<file path="config.mk">
export PLATFORM = sky130hd
export DESIGN_NAME = serdes_rx
export DESIGN_NICKNAME = d
export VERILOG_FILES = /design/src/rtl/serdes_rx.sv
export SDC_FILE = /design/constraint.sdc
export NUM_CORES = 1
export LEC_CHECK = 0
export BUFFER_PORTS_ARGS = -buffer_cell sky130_fd_sc_hd__buf_4
export CAP_MARGIN = 15
export CORE_MARGIN = 3
export CORE_UTILIZATION = 50
export CTS_CLUSTER_DIAMETER = 30
export CTS_CLUSTER_SIZE = 10
export DETAILED_ROUTE_END_ITERATION = 8
export PLACE_DENSITY_LB_ADDON = 0.25
export SYNTH_ARGS = -nofsm -noshare
export SYNTH_HDL_FRONTEND = slang
export SYNTH_SLANG_ARGS = --single-unit
</file>
<file path="constraint.sdc">
create_clock -name clk -period 1.4 [get_ports clk]
set_input_delay 0.14 -clock clk [delete_from_list [all_inputs] [get_ports clk]]
set_output_delay 0.14 -clock clk [all_outputs]
set_load 0.02 [all_outputs]
</file>
<file path="src/rtl/serdes_rx.sv">
// serdes_rx: 8N1-style serial receiver, one line bit per clk cycle.
// Frame: start(0), d0..d7 LSB first, optional even parity, STOP_BITS stop(1).
// Optional feature: define SERDES_RX_PARITY_EN to expect and check a parity bit.
// Completion pulses (valid / frame_err / parity_err) are registered one edge
// after the last stop bit, so the line can carry the next start bit that same edge.
module serdes_rx #(
   parameter int STOP_BITS = 1
) (
   input  logic       clk,
   input  logic       rst,
   input  logic       serial_in,
   output logic [7:0] parallel_out,
   output logic       valid,
   output logic       frame_err,
   output logic       parity_err,
   output logic [7:0] err_cnt
);

   typedef enum logic [2:0] {
      IDLE,
      DATA,
`ifdef SERDES_RX_PARITY_EN
      PARITY,
`endif
      STOP,
      WAIT_IDLE
   } state_t;

   state_t      state_q, state_d;
   logic [2:0]  bit_cnt_q;
   logic [0:0]  stop_cnt_q;
   logic [7:0]  shift_q;
   logic        serr_q;        // a low stop bit was seen in this frame
   logic        pend_ok_q;     // frame finished cleanly, publish next edge
   logic        pend_ferr_q;
   logic        valid_q;
   logic        frame_err_q;
   logic [7:0]  pout_q;
   logic [7:0]  err_cnt_q;
   logic        last_stop;
   logic        stop_bad;
   logic        fin_ok;
   logic        fin_ferr;
   logic        pend_err;
`ifdef SERDES_RX_PARITY_EN
   logic        par_q;         // running XOR of d0..d7
   logic        perr_q;        // parity mismatch for this frame
   logic        pend_perr_q;
   logic        parity_err_q;
   logic        fin_perr;
`endif

   assign last_stop = (state_q == STOP) && (stop_cnt_q == 1'(STOP_BITS - 1));
   assign stop_bad  = serr_q | ~serial_in;

   // State register
   always_ff @(posedge clk or posedge rst) begin
      if (rst) state_q <= IDLE;
      else     state_q <= state_d;
   end

   // Next-state logic
   always_comb begin
      state_d = state_q;
      case (state_q)
         IDLE:      if (!serial_in) state_d = DATA;
         DATA:      if (bit_cnt_q == 3'd7) begin
`ifdef SERDES_RX_PARITY_EN
                       state_d = PARITY;
`else
                       state_d = STOP;
`endif
                    end
`ifdef SERDES_RX_PARITY_EN
         PARITY:    state_d = STOP;
`endif
         STOP:      if (last_stop) state_d = stop_bad ? WAIT_IDLE : IDLE;
         WAIT_IDLE: if (serial_in) state_d = IDLE;
         default:   state_d = IDLE;
      endcase
   end

   // Frame-completion decode on the last stop bit
   always_comb begin
      fin_ok   = 1'b0;
      fin_ferr = 1'b0;
`ifdef SERDES_RX_PARITY_EN
      fin_perr = 1'b0;
`endif
      if (last_stop) begin
         fin_ferr = stop_bad;
`ifdef SERDES_RX_PARITY_EN
         fin_perr = perr_q;
         fin_ok   = ~stop_bad & ~perr_q;
`else
         fin_ok   = ~stop_bad;
`endif
      end
   end

`ifdef SERDES_RX_PARITY_EN
   assign pend_err = pend_ferr_q | pend_perr_q;
`else
   assign pend_err = pend_ferr_q;
`endif

   // Datapath: bit capture, stop checking, and the delayed result pulses
   always_ff @(posedge clk or posedge rst) begin
      if (rst) begin
         bit_cnt_q   <= 3'd0;
         stop_cnt_q  <= 1'b0;
         shift_q     <= 8'h00;
         serr_q      <= 1'b0;
         pend_ok_q   <= 1'b0;
         pend_ferr_q <= 1'b0;
         valid_q     <= 1'b0;
         frame_err_q <= 1'b0;
         pout_q      <= 8'h00;
         err_cnt_q   <= 8'h00;
      end else begin
         pend_ok_q   <= fin_ok;
         pend_ferr_q <= fin_ferr;
         valid_q     <= pend_ok_q;
         frame_err_q <= pend_ferr_q;
         if (pend_ok_q) pout_q <= shift_q;
         if (pend_err && err_cnt_q != 8'hFF) err_cnt_q <= err_cnt_q + 8'd1;
         case (state_q)
            IDLE: if (!serial_in) begin
               bit_cnt_q  <= 3'd0;
               stop_cnt_q <= 1'b0;
               serr_q     <= 1'b0;
            end
            DATA: begin
               shift_q[bit_cnt_q] <= serial_in;
               bit_cnt_q          <= bit_cnt_q + 3'd1;
               stop_cnt_q         <= 1'b0;
            end
            STOP: begin
               if (!serial_in) serr_q <= 1'b1;
               stop_cnt_q <= stop_cnt_q + 1'b1;
            end
            default: ;
         endcase
      end
   end

`ifdef SERDES_RX_PARITY_EN
   // Parity tracking and its result pulse
   always_ff @(posedge clk or posedge rst) begin
      if (rst) begin
         par_q        <= 1'b0;
         perr_q       <= 1'b0;
         pend_perr_q  <= 1'b0;
         parity_err_q <= 1'b0;
      end else begin
         pend_perr_q  <= fin_perr;
         parity_err_q <= pend_perr_q;
         if (state_q == IDLE && !serial_in) begin
            par_q  <= 1'b0;
            perr_q <= 1'b0;
         end
         if (state_q == DATA)   par_q  <= par_q ^ serial_in;
         if (state_q == PARITY) perr_q <= par_q ^ serial_in;
      end
   end
   assign parity_err = parity_err_q;
`else
   assign parity_err = 1'b0;
`endif

   assign parallel_out = pout_q;
   assign valid        = valid_q;
   assign frame_err    = frame_err_q;
   assign err_cnt      = err_cnt_q;

endmodule

</file>
==> run_results.csv <==
group,metric,value,unit
timing,clock_skew,0.00810,ns
worst_setup_path,path_class,"flip-flop to flip-flop",
global_routing,antenna_found_initial,0,
synthesis,netlist_area,1580,um^2
routing,drc,0,
global_routing,grt-ovfl-total,0,
timing,drv_slew,0,
power,p_sw,1370,uW
routing,routed_wirelength,2720,um
power,max-vdd-ir-drop,1.27,mV
finish,drive_above_1_share,42.2,%
die,io_pins,22,
routing,wl_per_cell,13.9,um
timing,setup_viol,0,
synthesis,synth_edf_count,0,
synthesis,synth-adder-area-share,2.37,%
synthesis,synth_seq_area_share,55.4,%
clocking,cts_tree,"done",
power,sw_frac_of_total,36.0,%
placement,io_buffers,20,
finish,final_core_util,65.8,%
worst_setup_path,startpoint_type,"flip-flop",
power,power_frac_seq,46.4,%
synthesis,syn_area_per_cell,12.9,um^2
routing,drtIter0Drc,30,
routing,drt_first_pass_iters,4,
clocking,cts_made_buffers,5,
finish,final_common_cell,"dfrtp_1",
power,p_leak,0.000863,uW
synthesis,yosys.area_share.xor_xnor,1.66,%
min_path,hold_class,"primary input to flip-flop",
die,dieArea,3870,um^2
finish,final_net_count,159,
timing,max_freq,0.742,GHz
die,die_h,62.2,um
synthesis,synthCells,123,
synthesis,synth-simple-area-share,14.4,%
synthesis,synth_nets,129,
worst_setup_path,path_max_fanout,4,
global_routing,grtUsageTotal,15.5,%
die,coreArea,2880,um^2
clocking,clkSinkCount,35,
power,power_density,2010,nW/um^2
placement,dp_hpwl,1970,um
synthesis,async_flop_share,100,%
placement,gp_congestion,0.844,
global_routing,grt_pass1_wl,4710,um
finish,syn2layout_area_growth,19.6,%
finish,n_fill_cell,240,
timing,finalCritPeriodShare,96.2,%
routing,viasPerCell,5.31,
clocking,cts_max_path_buffers,2,
synthesis,muxShareOfSynthArea,15.0,%
timing,finalHoldViolations,0,
clocking,clk_pin_slew,0.10,ns
power,internal-power,2430,uW
global_routing,grt_pass1_vias,1027,
worst_setup_path,cp.arrival,1.57,ns
synthesis,synth_top_family_by_area,"multiplexers",
clocking,cts_root_buffer,"clkbuf_4",
timing,whs,0.0851,ns
synthesis,synth_compound_area_share,7.36,%
die,fp-row-count,19,
power,clkPwrFrac,13.2,%
worst_setup_path,setup.worst_path.end_class,"flip-flop",
synthesis,synth-seq-cells,35,
routing,dr_total_vias,1040,
routing,ant_nets,0,
die,start_util,55.0,%
global_routing,grt_max_degree,36,
run,maxCapViolCount,0,
finish,final_cell_mix,"dfrtp_1, buf_4, mux2_2, nand2_1, nand2b_1",
synthesis,yosys.cell_types.count,38,
finish,antenna_cells,0,
synthesis,synth_ff_type,"dfrtp_1",
timing,post-route-min-period,1.35,ns
outcome,outcome,"finished clean",
synthesis,yosysWarnings,0,
power,share_comb_of_total_power,40.3,%
clocking,clk_latency,0.33,ns
die,die_w,62.2,um
worst_setup_path,cp.required,1.63,ns
clocking,cts_max_level,2,
-- synthesized netlist by cell type (all sizes together) (3+ instances only) --
cell type | number | area share, %
inv | 3 | 0.71
nor2 | 3 | 0.71
mux2 | 21 | 15
o21ai | 4 | 1.5
nor3b | 3 | 2.8
nand3b | 3 | 2.2
dfrtp | 35 | 55
nand2b | 6 | 2.4
nand4 | 3 | 1.2
nand2 | 6 | 1.4
buf | 5 | 2.5
nand3 | 4 | 1.3
ha | 3 | 2.4
-- metal layers --
layer / part of all wire [%] / vias to the layer above / track usage, % / wire length (um)
met5: 0 / - / 0 / 0
met4: 2.5 / 0 / 8.84 / 67
met3: 3.3 / 7 / 4.14 / 90
met2: 51 / 24 / 25.4 / 1400
met1: 43 / 515 / 18.5 / 1170
li1: - / 494 / - / -
-- area by class of cell --
class | count | area (um^2) | area share (%)
flip-flops and latches | 35 | 880 | 46.5
repair buffers | 30 | 228 | 12.0
well taps | 42 | 52.6 | 2.78
clock buffers | 7 | 45.0 | 2.38
clock inverters | 1 | 5.00 | 0.265
multi-input cells | 78 | 671 | 35.4
inverters | 3 | 11.3 | 0.595
-- logic make-up after synthesis --
logic type                 count (synthesis)
AOI/OAI and AO/OA                         16
xor gates and xnor gates                   3
adders and majority gates                  3
buffers and inverters                     10
DFF                                       35
muxes                                     21
other                                      1
and+or+nand+nor                           34
-- worst paths after layout --
check | from | endpoint | slack (ns) | depth (start not counted)
max in group asynchronous | rst | bit_cnt_q[0] | 0.61 | 4
worst max-delay path | err_cnt[1] | err_cnt[7] | 0.05 | 4
min in group asynchronous | rst | stop_cnt_q | 0.45 | 4
worst min-delay path | serial_in | pend_err | 0.09 | 2
worst max register to register | err_cnt[1] | err_cnt[7] | 0.05 | 4
worst min register to register | shift_q[4] | shift_q[4] | 0.49 | 1
-- critical path, cell delays in order (launching register included) --
cell	delay, ns
dfrtp_2	0.45
buf_4	0.14
and4_1	0.22
nand3_1	0.10
mux2_2	0.33
-- metrics by stage --
step	setup TNS (ns)	std cells	power [uW]	instance area (um^2)	worst slack, ns
after global placement	0	185	3150	1790	0.0807
after floorplan	0	123	2730	1580	0.00139
final	0	196	3800	1890	0.0531
after global routing	-0.00330	196	4100	1890	-0.00330
after detailed placement	0	185	3250	1790	0.0293
after CTS	0	194	3770	1850	0.00140
-- power by group through the flow --
stage,sequential (uW),clock [uW],combinational [uW]
finish,1760,503,1530
global route,1820,590,1680
CTS,1740,531,1490
floorplan,1860,0,874
global placement,1720,0,1430
detailed placement,1770,0,1480
-- what timing repair did --
item | 4_1_cts | 5_1_grt
setup buffers | 0 | 2
gates resized for setup | 0 | 5
endpoints found under the setup margin | 0 | 4
endpoints found under the hold margin | 35 | 0
hold buffers | 1 | 0
-- sequential cells by signal, summed over array words and instances (netlist names) --
signal / flops
frame_err: 1
pend_ok_q: 1
serr_q: 1
bit_cnt_q: 3
valid: 1
stop_cnt_q: 1
shift_q: 8
state_q: 2
parallel_out: 8
err_cnt: 8
pend_err: 1
Power figures use the tool's default switching activity.
